## src/rtl/regfile_2r1w.sv

```systemverilog
// regfile_2r1w: 2-read/1-write register file with a hardware clear sequencer.
// Define REGFILE_BYPASS_EN for write-first reads; the default build is read-first.
module regfile_2r1w #(
    parameter int WIDTH  = 8,
    parameter int DEPTH  = 4,
    parameter int ADDR_W = $clog2(DEPTH)
) (
    input  logic              clk,
    input  logic              rst_n,
    input  logic              i_wr_en,
    input  logic [ADDR_W-1:0] i_wr_addr,
    input  logic [WIDTH-1:0]  i_wr_data,
    input  logic              i_rd_en_a,
    input  logic [ADDR_W-1:0] i_rd_addr_a,
    output logic [WIDTH-1:0]  o_rd_data_a,
    output logic              o_rd_valid_a,
    input  logic              i_rd_en_b,
    input  logic [ADDR_W-1:0] i_rd_addr_b,
    output logic [WIDTH-1:0]  o_rd_data_b,
    output logic              o_rd_valid_b,
    input  logic              i_clr,
    output logic              o_busy
);

    typedef enum logic {
        S_IDLE,
        S_CLEAR
    } state_t;

    state_t            r_state;
    state_t            w_state_nxt;
    logic [ADDR_W-1:0] r_idx;
    logic [ADDR_W-1:0] w_idx_nxt;
    logic [WIDTH-1:0]  r_mem [DEPTH];

    logic [WIDTH-1:0]  r_data_a;
    logic [WIDTH-1:0]  r_data_b;
    logic              r_valid_a;
    logic              r_valid_b;

    logic              w_idle;
    logic              w_wr_ok;
    logic              w_wr_in;
    logic              w_rd_ok_a;
    logic              w_rd_ok_b;
    logic              w_byp_a;
    logic              w_byp_b;
    logic [WIDTH-1:0]  w_mem_a;
    logic [WIDTH-1:0]  w_mem_b;
    logic [WIDTH-1:0]  w_rdata_a;
    logic [WIDTH-1:0]  w_rdata_b;

    assign w_idle    = (r_state == S_IDLE);
    // clr takes priority over a same-cycle write
    assign w_wr_ok   = w_idle && i_wr_en && !i_clr;
    assign w_wr_in   = {1'b0, i_wr_addr} < (ADDR_W+1)'(DEPTH);
    assign w_rd_ok_a = w_idle && i_rd_en_a;
    assign w_rd_ok_b = w_idle && i_rd_en_b;

`ifdef REGFILE_BYPASS_EN
    assign w_byp_a = w_wr_ok && w_wr_in && (i_wr_addr == i_rd_addr_a);
    assign w_byp_b = w_wr_ok && w_wr_in && (i_wr_addr == i_rd_addr_b);
`else
    assign w_byp_a = 1'b0;
    assign w_byp_b = 1'b0;
`endif

    // Out-of-range addresses match no entry and read back as zero
    always_comb begin
        w_mem_a = '0;
        w_mem_b = '0;
        for (int i = 0; i < DEPTH; i++) begin
            if (i_rd_addr_a == ADDR_W'(i)) w_mem_a = r_mem[i];
            if (i_rd_addr_b == ADDR_W'(i)) w_mem_b = r_mem[i];
        end
    end

    assign w_rdata_a = w_byp_a ? i_wr_data : w_mem_a;
    assign w_rdata_b = w_byp_b ? i_wr_data : w_mem_b;

    always_comb begin
        w_state_nxt = r_state;
        w_idx_nxt   = r_idx;
        unique case (r_state)
            S_IDLE: begin
                if (i_clr) begin
                    w_state_nxt = S_CLEAR;
                    w_idx_nxt   = '0;
                end
            end
            S_CLEAR: begin
                w_idx_nxt = r_idx + ADDR_W'(1);
                if (r_idx == ADDR_W'(DEPTH - 1)) begin
                    w_state_nxt = S_IDLE;
                    w_idx_nxt   = '0;
                end
            end
        endcase
    end

    always_ff @(posedge clk or negedge rst_n) begin
        if (!rst_n) begin
            r_state <= S_IDLE;
            r_idx   <= '0;
        end else begin
            r_state <= w_state_nxt;
            r_idx   <= w_idx_nxt;
        end
    end

    always_ff @(posedge clk or negedge rst_n) begin
        if (!rst_n) begin
            for (int i = 0; i < DEPTH; i++) r_mem[i] <= '0;
        end else begin
            for (int i = 0; i < DEPTH; i++) begin
                if (!w_idle && r_idx == ADDR_W'(i))
                    r_mem[i] <= '0;
                else if (w_wr_ok && i_wr_addr == ADDR_W'(i))
                    r_mem[i] <= i_wr_data;
            end
        end
    end

    always_ff @(posedge clk or negedge rst_n) begin
        if (!rst_n) begin
            r_data_a  <= '0;
            r_data_b  <= '0;
            r_valid_a <= 1'b0;
            r_valid_b <= 1'b0;
        end else begin
            r_valid_a <= w_rd_ok_a;
            r_valid_b <= w_rd_ok_b;
            if (w_rd_ok_a) r_data_a <= w_rdata_a;
            if (w_rd_ok_b) r_data_b <= w_rdata_b;
        end
    end

    assign o_rd_data_a  = r_data_a;
    assign o_rd_valid_a = r_valid_a;
    assign o_rd_data_b  = r_data_b;
    assign o_rd_valid_b = r_valid_b;
    assign o_busy       = !w_idle;

endmodule

```

## config.mk

```make
export PLATFORM = sky130hd
export DESIGN_NAME = regfile_2r1w
export DESIGN_NICKNAME = d
export VERILOG_FILES = /design/src/rtl/regfile_2r1w.sv
export SDC_FILE = /design/constraint.sdc
export NUM_CORES = 1
export LEC_CHECK = 0
export CORE_MARGIN = 8
export CORE_UTILIZATION = 25
export CTS_CLUSTER_SIZE = 30
export DETAILED_ROUTE_END_ITERATION = 7
export PLACE_DENSITY_LB_ADDON = 0.15
export SYNTH_ARGS = -nofsm -noshare
export SYNTH_HDL_FRONTEND = slang
export SYNTH_SLANG_ARGS = --single-unit
```

## constraint.sdc

```tcl
create_clock -name clk -period 4 [get_ports clk]
set_input_delay 0.6 -clock clk [delete_from_list [all_inputs] [get_ports clk]]
set_output_delay 0.6 -clock clk [all_outputs]
set_load 0.005 [all_outputs]
```

## Yosys cells after proc, flatten, opt, wreduce, memory -nomap -nowiden

Cells that the tools add are included.

| word-level totals | value |
|---|---|
| register bits after elaboration | 53 |
| input port bits | 20 |
| output and inout port bits | 19 |
| word-level logic and storage cells | 68 |

| cells by class | value |
|---|---|
| $add $sub $neg | 1 |
| equal/unequal tests | 13 |
| mux-type cells | 22 |
| bitwise gates (word level) | 1 |
| reductions and logical operators | 21 |

Operator list:

| cell | count |
|---|---|
| $mux W8 | 16 |
| $eq A2 B2 Y1 const B | 8 |
| $logic_and A1 B1 Y1 | 12 |
| $eq A2 B1 Y1 const B | 4 |
| $logic_not A2 Y1 | 4 |
| $reduce_bool A2 Y1 | 4 |
| $mux W2 | 2 |
| $pmux W2 S2 | 1 |
| $add A2 B1 Y2 const B | 1 |
| $mux W1 | 2 |
| $ne A2 B2 Y1 const B | 1 |
| $pmux W1 S2 | 1 |
| $logic_not A1 Y1 | 1 |
| $not A1 Y1 | 1 |

## Logic depth before layout (Yosys ltp)

Gate-level depths: netlist of run 1.

| depth | value |
|---|---|
| depth in word-level cells | 6 |
| mapped depth | 6 |
| gate-level depth less buffers | 5 |

## Worst setup path before layout of run 1

No wires, ideal clock.

| timing | value |
|---|---|
| path kind | input -> register |
| from | in i_rd_addr_a[0] |
| to | reg r_data_a[0], in the netlist o_rd_data_a[0] |
| setup time | 117 ps |
| arrival time | 1474 ps |
| data required time | 3883 ps |
| slack | 2409 ps |
| stages | 4 |
| buffers on the path | 1 |
| cell sequence | clkbuf_2 -> mux4_2 -> nand2_1 -> nand2_1 |

| between the ends | value |
|---|---|
| longest elaborated chain between the ends | 5 |
| elaborated cells on any way between the ends | 8 |
| classes of those cells | eq/ne (3); mux (4); reduce/logical (1) |

RTL lines:

| what | line | text |
|---|---|---|
| from (decl) | 14 | `input logic [ADDR_W-1:0] i_rd_addr_a,` |
| $logic_not A2 Y1 | 73 | `if (i_rd_addr_a == ADDR_W'(i)) w_mem_a = r_mem[i];` |
| $mux W8 (3 in series) | 73 |  |
| $mux W8 (*) | 73 |  |
| to (signal assigned) | 133 | `if (w_rd_ok_a) r_data_a <= w_rdata_a;` |
| to (decl) | 36 | `logic [WIDTH-1:0] r_data_a;` |

Mark *: on every way between the ends. The rest lies on a longest branch, timed or not.
A chain may end at the register's enable or synchronous reset.

## Final worst setup path of run 1

| timing | value |
|---|---|
| from | reg r_state, in the netlist o_busy |
| to | out o_busy |

RTL lines:

| what | line | text |
|---|---|---|
| from (decl) | 30 | `state_t r_state;` |
| from (signal assigned) | 106 | `r_state <= w_state_nxt;` |
| to (decl) | 22 | `output logic o_busy` |

No word-level cell between the ends.

==> metrics, run 1 <==
outcome completed; synthesized netlist net count 283; worst slack at placement 1530 ps; WP data required 3400 ps; global-route total usage across every layer 10.1%; Post-Route Setup TNS 0 ps; Inserted Diodes 0; Setup crit end o_busy; critical path peak fanout 16; Die Footprint 14,300 um2; number of buffers inserted by port buffering 38; Slowest cell on crit path dfrtp_1; layout net count 313; number of ports placed on the die boundary 39; FF-to-FF path depth 4; global placement routability congestion 0.718; fmax 454 MHz; RSZ-0062 raised after global routing false; CP bufs+invs 1; Core Rows 37; mean instance size in the synthesized netlist 10.3 um2; minimum period implied by the final worst setup slack 2200 ps; number of warnings printed during yosys synthesis 0; share of synthesized registers carrying an async set or reset 100%; library cell with the highest instance count after synthesis nand2_1; worst reg2reg setup slack 2080 ps; routed vias 1,971; max-cap violation count 0; Worst setup EP type output pin; register area share after synthesis 49.5%; maximum clock skew at final layout 5.20 ps; gr ovfl total 0; distinct cell type count after synthesis 25; Peak supply drop 0.000169 V; PnR worst setup slack 1800 ps; global-route wire length before repair 11,500 um; synthesis-stage register bit count 53; largest area contributor in the netlist dfrtp_1; total power consumption of the routed design 1720 uW; Cells after DPL 418; final core utilization 31.7%; H-tree levels 2; number of enable-type register cells in the synthesized netlist 0; Reg2Reg Capture Point r_mem[19]$_DFFE_PN0P_; CORE AREA 10,400 um2; post-cts resize count 0; most used flip-flop cell after synthesis dfrtp_1; Crit path arrival time 1600 ps; crit path launch type flip-flop; DR WL/cell 16.4 um; total power per unit cell area 522 nW/um2; buffer type at the clock tree root clkbuf_8; hold_buf cts 0; starting density of the core 25.8%; most area-consuming cells after synthesis dfrtp_1 50%, mux4_2 13%, nand2_1 12%, nand3b_1 4.5%, o211ai_1 4.5%; final WL 7010 um; gate family responsible for the most delay along the worst path flip-flops; proportion of layout cells with a drive suffix above 1 10.7%; area delta synth->final 22.9%; kind of path behind the tightest hold check in2async; maximum single-stage delay on the critical path 690 ps; Mapped Area 2680 um2; Pre-Repair DR Iteration Count 4; clock latency of the later-clocked register in the worst-skew pair 310 ps; die extent in y 119 um; DIE WIDTH 119 um; detailed placement HPWL 5200 um; setup-violating endpoint count in the final report 0; area fraction of the dominant cell type after synthesis 49.5%; r2r startpoint o_busy$_DFF_PN0_; CTS tree built; initial DRC count 141; number of cells in the finished layout apart from fillers 426; count of buffers added by post-CTS timing repair for setup 0; leading post-synthesis cells by instance count 86 x nand2_1, 53 x dfrtp_1; kind of critical path reg2out; # DRC 0; vias in the first global route 2,033; clock input transition at the sequential cells of the worst setup and hold paths 100 ps; number of logic stages on the critical path including buffering 1; normalized max-slew margin 59.0%; pin count of the biggest net entering global routing 51; TritonCTS Buffers 5; Longest Clk Path Bufs 2; critical-path cell list clkdlybuf4s50_1; standby leakage power 0.00147 uW; Final Hold Vio Count 0; Critical path origin o_busy$_DFF_PN0_; number of nets with antenna violations after routing 0; initial antenna violation count 0; crit share post-route 55.1%; mean number of vias per cell 4.63; pin slew with the least headroom to its limit 612 ps; gate count of the mapped netlist 259; max-slew violation count 0; sinks on the clock net 53
-- final cells by class --
class,count,area (um2)
clock buffers,6,82.6
clock inverters,2,37.5
fillers,1101,7080
inverters,5,18.8
multi-input cells,182,1250
flip-flops and latches,53,1330
well taps,136,170
repair buffers,42,405
-- where the power goes --
| group | internal (uW) | switching (uW) | total, uW |
|---|---|---|---|
| sequential | 674 | 122 | 797 |
| clock | 204 | 187 | 391 |
| combinational | 270 | 260 | 529 |
-- logic make-up after synthesis --
logic type,Yosys count,synth area share [%]
mux,17,13.8
simple gates,127,22.7
flops,53,49.5
buf+inv,24,4.07
compound gates,34,8.04
fa+ha+maj,4,1.87
-- state kept, by name (all words and copies together), names as in the netlist --
register	flops
r_idx	2
r_mem	32
o_rd_valid_b	1
o_rd_data_b	8
o_busy	1
o_rd_data_a	8
o_rd_valid_a	1
-- worst min-delay path by stage --
stage                          startpoint                          to  slack (ps)  depth (start not counted)
2_1_floorplan                       rst_n            o_busy$_DFF_PN0_         300                          0
3_3_place_gp   o_rd_data_a[7]$_DFFE_PN0P_  o_rd_data_a[7]$_DFFE_PN0P_         460                          2
3_5_place_dp   o_rd_data_a[6]$_DFFE_PN0P_  o_rd_data_a[6]$_DFFE_PN0P_         460                          2
4_1_cts                             rst_n            o_busy$_DFF_PN0_         300                          1
5_1_grt                             rst_n       r_mem[25]$_DFFE_PN0P_         310                          1
6_report                            rst_n            o_busy$_DFF_PN0_         270                          1
-- layer usage --
metal	global-route usage (%)	up-vias	routed length [um]
met5	0	-	0
met4	3.04	0	86
met3	2.25	5	246
met2	16.0	29	3230
met1	13.5	975	3450
li1	-	962	-
-- per-stage QoR --
step / hold slack [ps] / area, um2
6_report: 270 / 3290
5_1_grt: 313 / 3290
4_1_cts: 302 / 3290
3_5_place_dp: 462 / 3170
3_3_place_gp: 457 / 3170
2_1_floorplan: 304 / 2680
-- layout by cell type (no fill, tap or decap) --
| cell type | n |
|---|---|
| o21ai_0 | 7 |
| clkbuf_8 | 6 |
| clkinvlp_4 | 1 |
| inv_1 | 3 |
| nand2_1 | 86 |
| buf_4 | 4 |
| clkinv_1 | 2 |
| bufinv_16 | 1 |
| nand3b_1 | 16 |
| and2_0 | 2 |
| nand3_1 | 16 |
| nor4b_4 | 1 |
| nor4bb_2 | 1 |
| o211ai_1 | 16 |
| mux2i_1 | 1 |
| nor2_1 | 1 |
| ha_1 | 4 |
| dfrtp_1 | 53 |
| clkdlybuf4s50_1 | 37 |
| o21ai_1 | 9 |
| buf_2 | 1 |
| nand4bb_1 | 1 |
| mux4_2 | 16 |
| or4b_1 | 1 |
| o31ai_1 | 2 |
| nand2b_1 | 2 |
Power figures use the tool's default switching activity.
==> inputs of run 2 (changes only) <==
- clock period: 4 -> 2 ns (I/O delays scaled with it)
==> metrics, run 2 (synthesis results as in run 1) <==
number of buffers inserted by port buffering 38 (unchanged); max-slew violation count 0 (unchanged); minimum period implied by the final worst setup slack 1820 ps; gr ovfl total 0 (unchanged); crit share post-route 90.9%; layout net count 326 (was 313); initial DRC count 127 (was 141); Most flops, register r_mem (unchanged); critical path peak fanout 12 (was 16); commonest cells after routing, fill and taps aside 86 x nand2_1, 53 x dfrtp_1, 37 x clkdlybuf4s50_1 (unchanged); TritonCTS Buffers 5 (unchanged); Cells after DPL 430 (was 418); Crit path arrival time 1520 ps (was 1600 ps); critical-path cell list buf_4 -> clkdlybuf4s50_1 (was clkdlybuf4s50_1); pin slew with the least headroom to its limit 406 ps (was 612 ps); Critical path origin o_busy$_DFF_PN0_ (unchanged); Slowest cell on crit path clkdlybuf4s50_1 (was dfrtp_1); Post-Route Setup TNS 0 ps (unchanged); global-route total usage across every layer 9.98% (was 10.1%); CP bufs+invs 2 (was 1); vias in the first global route 2,080 (was 2,033); gate family responsible for the most delay along the worst path buffers and inverters (was flip-flops); proportion of layout cells with a drive suffix above 1 14.2% (was 10.7%); final-layout fill cell count 1,081 (was 1,101); global-route wire length before repair 11,600 um (was 11,500 um); Inserted Diodes 0 (unchanged); Peak supply drop 0.000338 V (was 0.000169 V); Die Footprint 14,300 um2 (unchanged); pin count of the biggest net entering global routing 30 (was 51); max-cap violation count 0 (unchanged); kind of critical path reg2out (unchanged); initial antenna violation count 0 (unchanged); number of ports placed on the die boundary 39 (unchanged); total power consumption of the routed design 3360 uW (was 1720 uW); routed vias 2,016 (was 1,971); die extent in y 119 um (unchanged); global placement routability congestion 0.711 (was 0.718); # DRC 0 (unchanged); maximum single-stage delay on the critical path 520 ps (was 690 ps); H-tree levels 2 (unchanged); total power per unit cell area 987 nW/um2 (was 522 nW/um2); detailed placement HPWL 5430 um (was 5200 um); number of nets with antenna violations after routing 0 (unchanged); worst slack at placement 107 ps (was 1530 ps); standby leakage power 0.00153 uW (was 0.00147 uW); Worst setup EP type output pin (unchanged); fmax 550 MHz; normalized max-slew margin 72.9% (was 59.0%); clock input transition at the sequential cells of the worst setup and hold paths 100 ps (about the same); mean number of vias per cell 4.59 (was 4.63); RSZ-0062 raised after global routing false (unchanged); outcome completed (unchanged); kind of path behind the tightest hold check in2async (unchanged); CTS tree built (unchanged); DIE WIDTH 119 um (unchanged); crit path launch type flip-flop (unchanged); DR WL/cell 15.7 um (was 16.4 um); number of cells in the finished layout apart from fillers 439 (was 426); Pre-Repair DR Iteration Count 5 (was 4); setup-violating endpoint count in the final report 0 (unchanged); most common library cell in the layout ignoring fill and taps nand2_1 (unchanged); area delta synth->final 27.1% (was 22.9%); starting density of the core 25.8% (unchanged); Core Rows 37 (unchanged); sinks on the clock net 53 (unchanged); WP data required 1700 ps (was 3400 ps); clock latency of the later-clocked register in the worst-skew pair 310 ps (about the same); Largest register FFs 32 (unchanged); r2r startpoint o_busy$_DFF_PN0_ (unchanged); CORE AREA 10,400 um2 (unchanged); maximum clock skew at final layout 7.80 ps (was 5.20 ps); PnR worst setup slack 182 ps (was 1800 ps); buffer type at the clock tree root clkbuf_8 (unchanged); Longest Clk Path Bufs 2 (unchanged); final WL 6890 um (was 7010 um); Final Hold Vio Count 0 (unchanged)
## run 2: worst paths after layout
kind	endpoint	slack [ps]	cells after the start
max reg2reg	r_mem[25]$_DFFE_PN0P_	430	3
min reg2reg	o_rd_data_b[3]$_DFFE_PN0P_	480	2
max	o_busy	180	2
min in group clk	o_rd_data_b[3]$_DFFE_PN0P_	480	2
max in group asynchronous	r_mem[7]$_DFFE_PN0P_	1160	3
min	r_idx[0]$_DFFE_PN0P_	340	2
## run 2: layout make-up
class / count / area, um2 / share of cell area, %
inverter: 5 / 18.8 / 0.552
clock inverter: 3 / 26.3 / 0.772
timing repair buffer: 55 / 543 / 16.0
multi-input combinational: 182 / 1250 / 36.7
clock buffer: 5 / 68.8 / 2.02
sequential: 53 / 1330 / 39.0
tap: 136 / 170 / 5.00
## run 2: timing repair
action | in CTS | in global routing
resized for setup | 0 | 0
hold buffers | 1 | 0
endpoints found under the hold margin | 4 | 0
setup buffers | 0 | 0
## run 2: layer usage
metal	track usage, %	wire length, um	up-vias
li1	-	-	997
met1	13.4	3360	982
met2	15.9	3190	31
met3	1.92	259	6
met4	3.04	89	0
met5	0	0	-
## run 2: worst register-to-register path, cell delays in order, from the launching register on
cell and delay (ps):
dfrtp_1 460, or4b_1 710, o211ai_1 220, nand2_1 70
## run 2: power by group
part	switching, uW	internal (uW)	total (uW)
Combinational	559	588	1150
Sequential	213	1350	1560
Clock	393	256	649
Total	1170	2190	3360
## run 2: stage by stage
step | util, % | instance area [um2] | hold WS (ps)
5_1_grt | 32.8 | 3400 | 342
6_report | 32.8 | 3400 | 341
3_3_place_gp | 31.8 | 3300 | 141
3_5_place_dp | 31.8 | 3300 | 143
2_1_floorplan | - | 2680 | 4.41
4_1_cts | 32.8 | 3400 | 334
==> inputs of run 3 (changes only) <==
- HOLD_SLACK_MARGIN: default -> 0.02
==> results of run 3 <==
The final DEF is identical to that of run 2; final timing and power are the same.
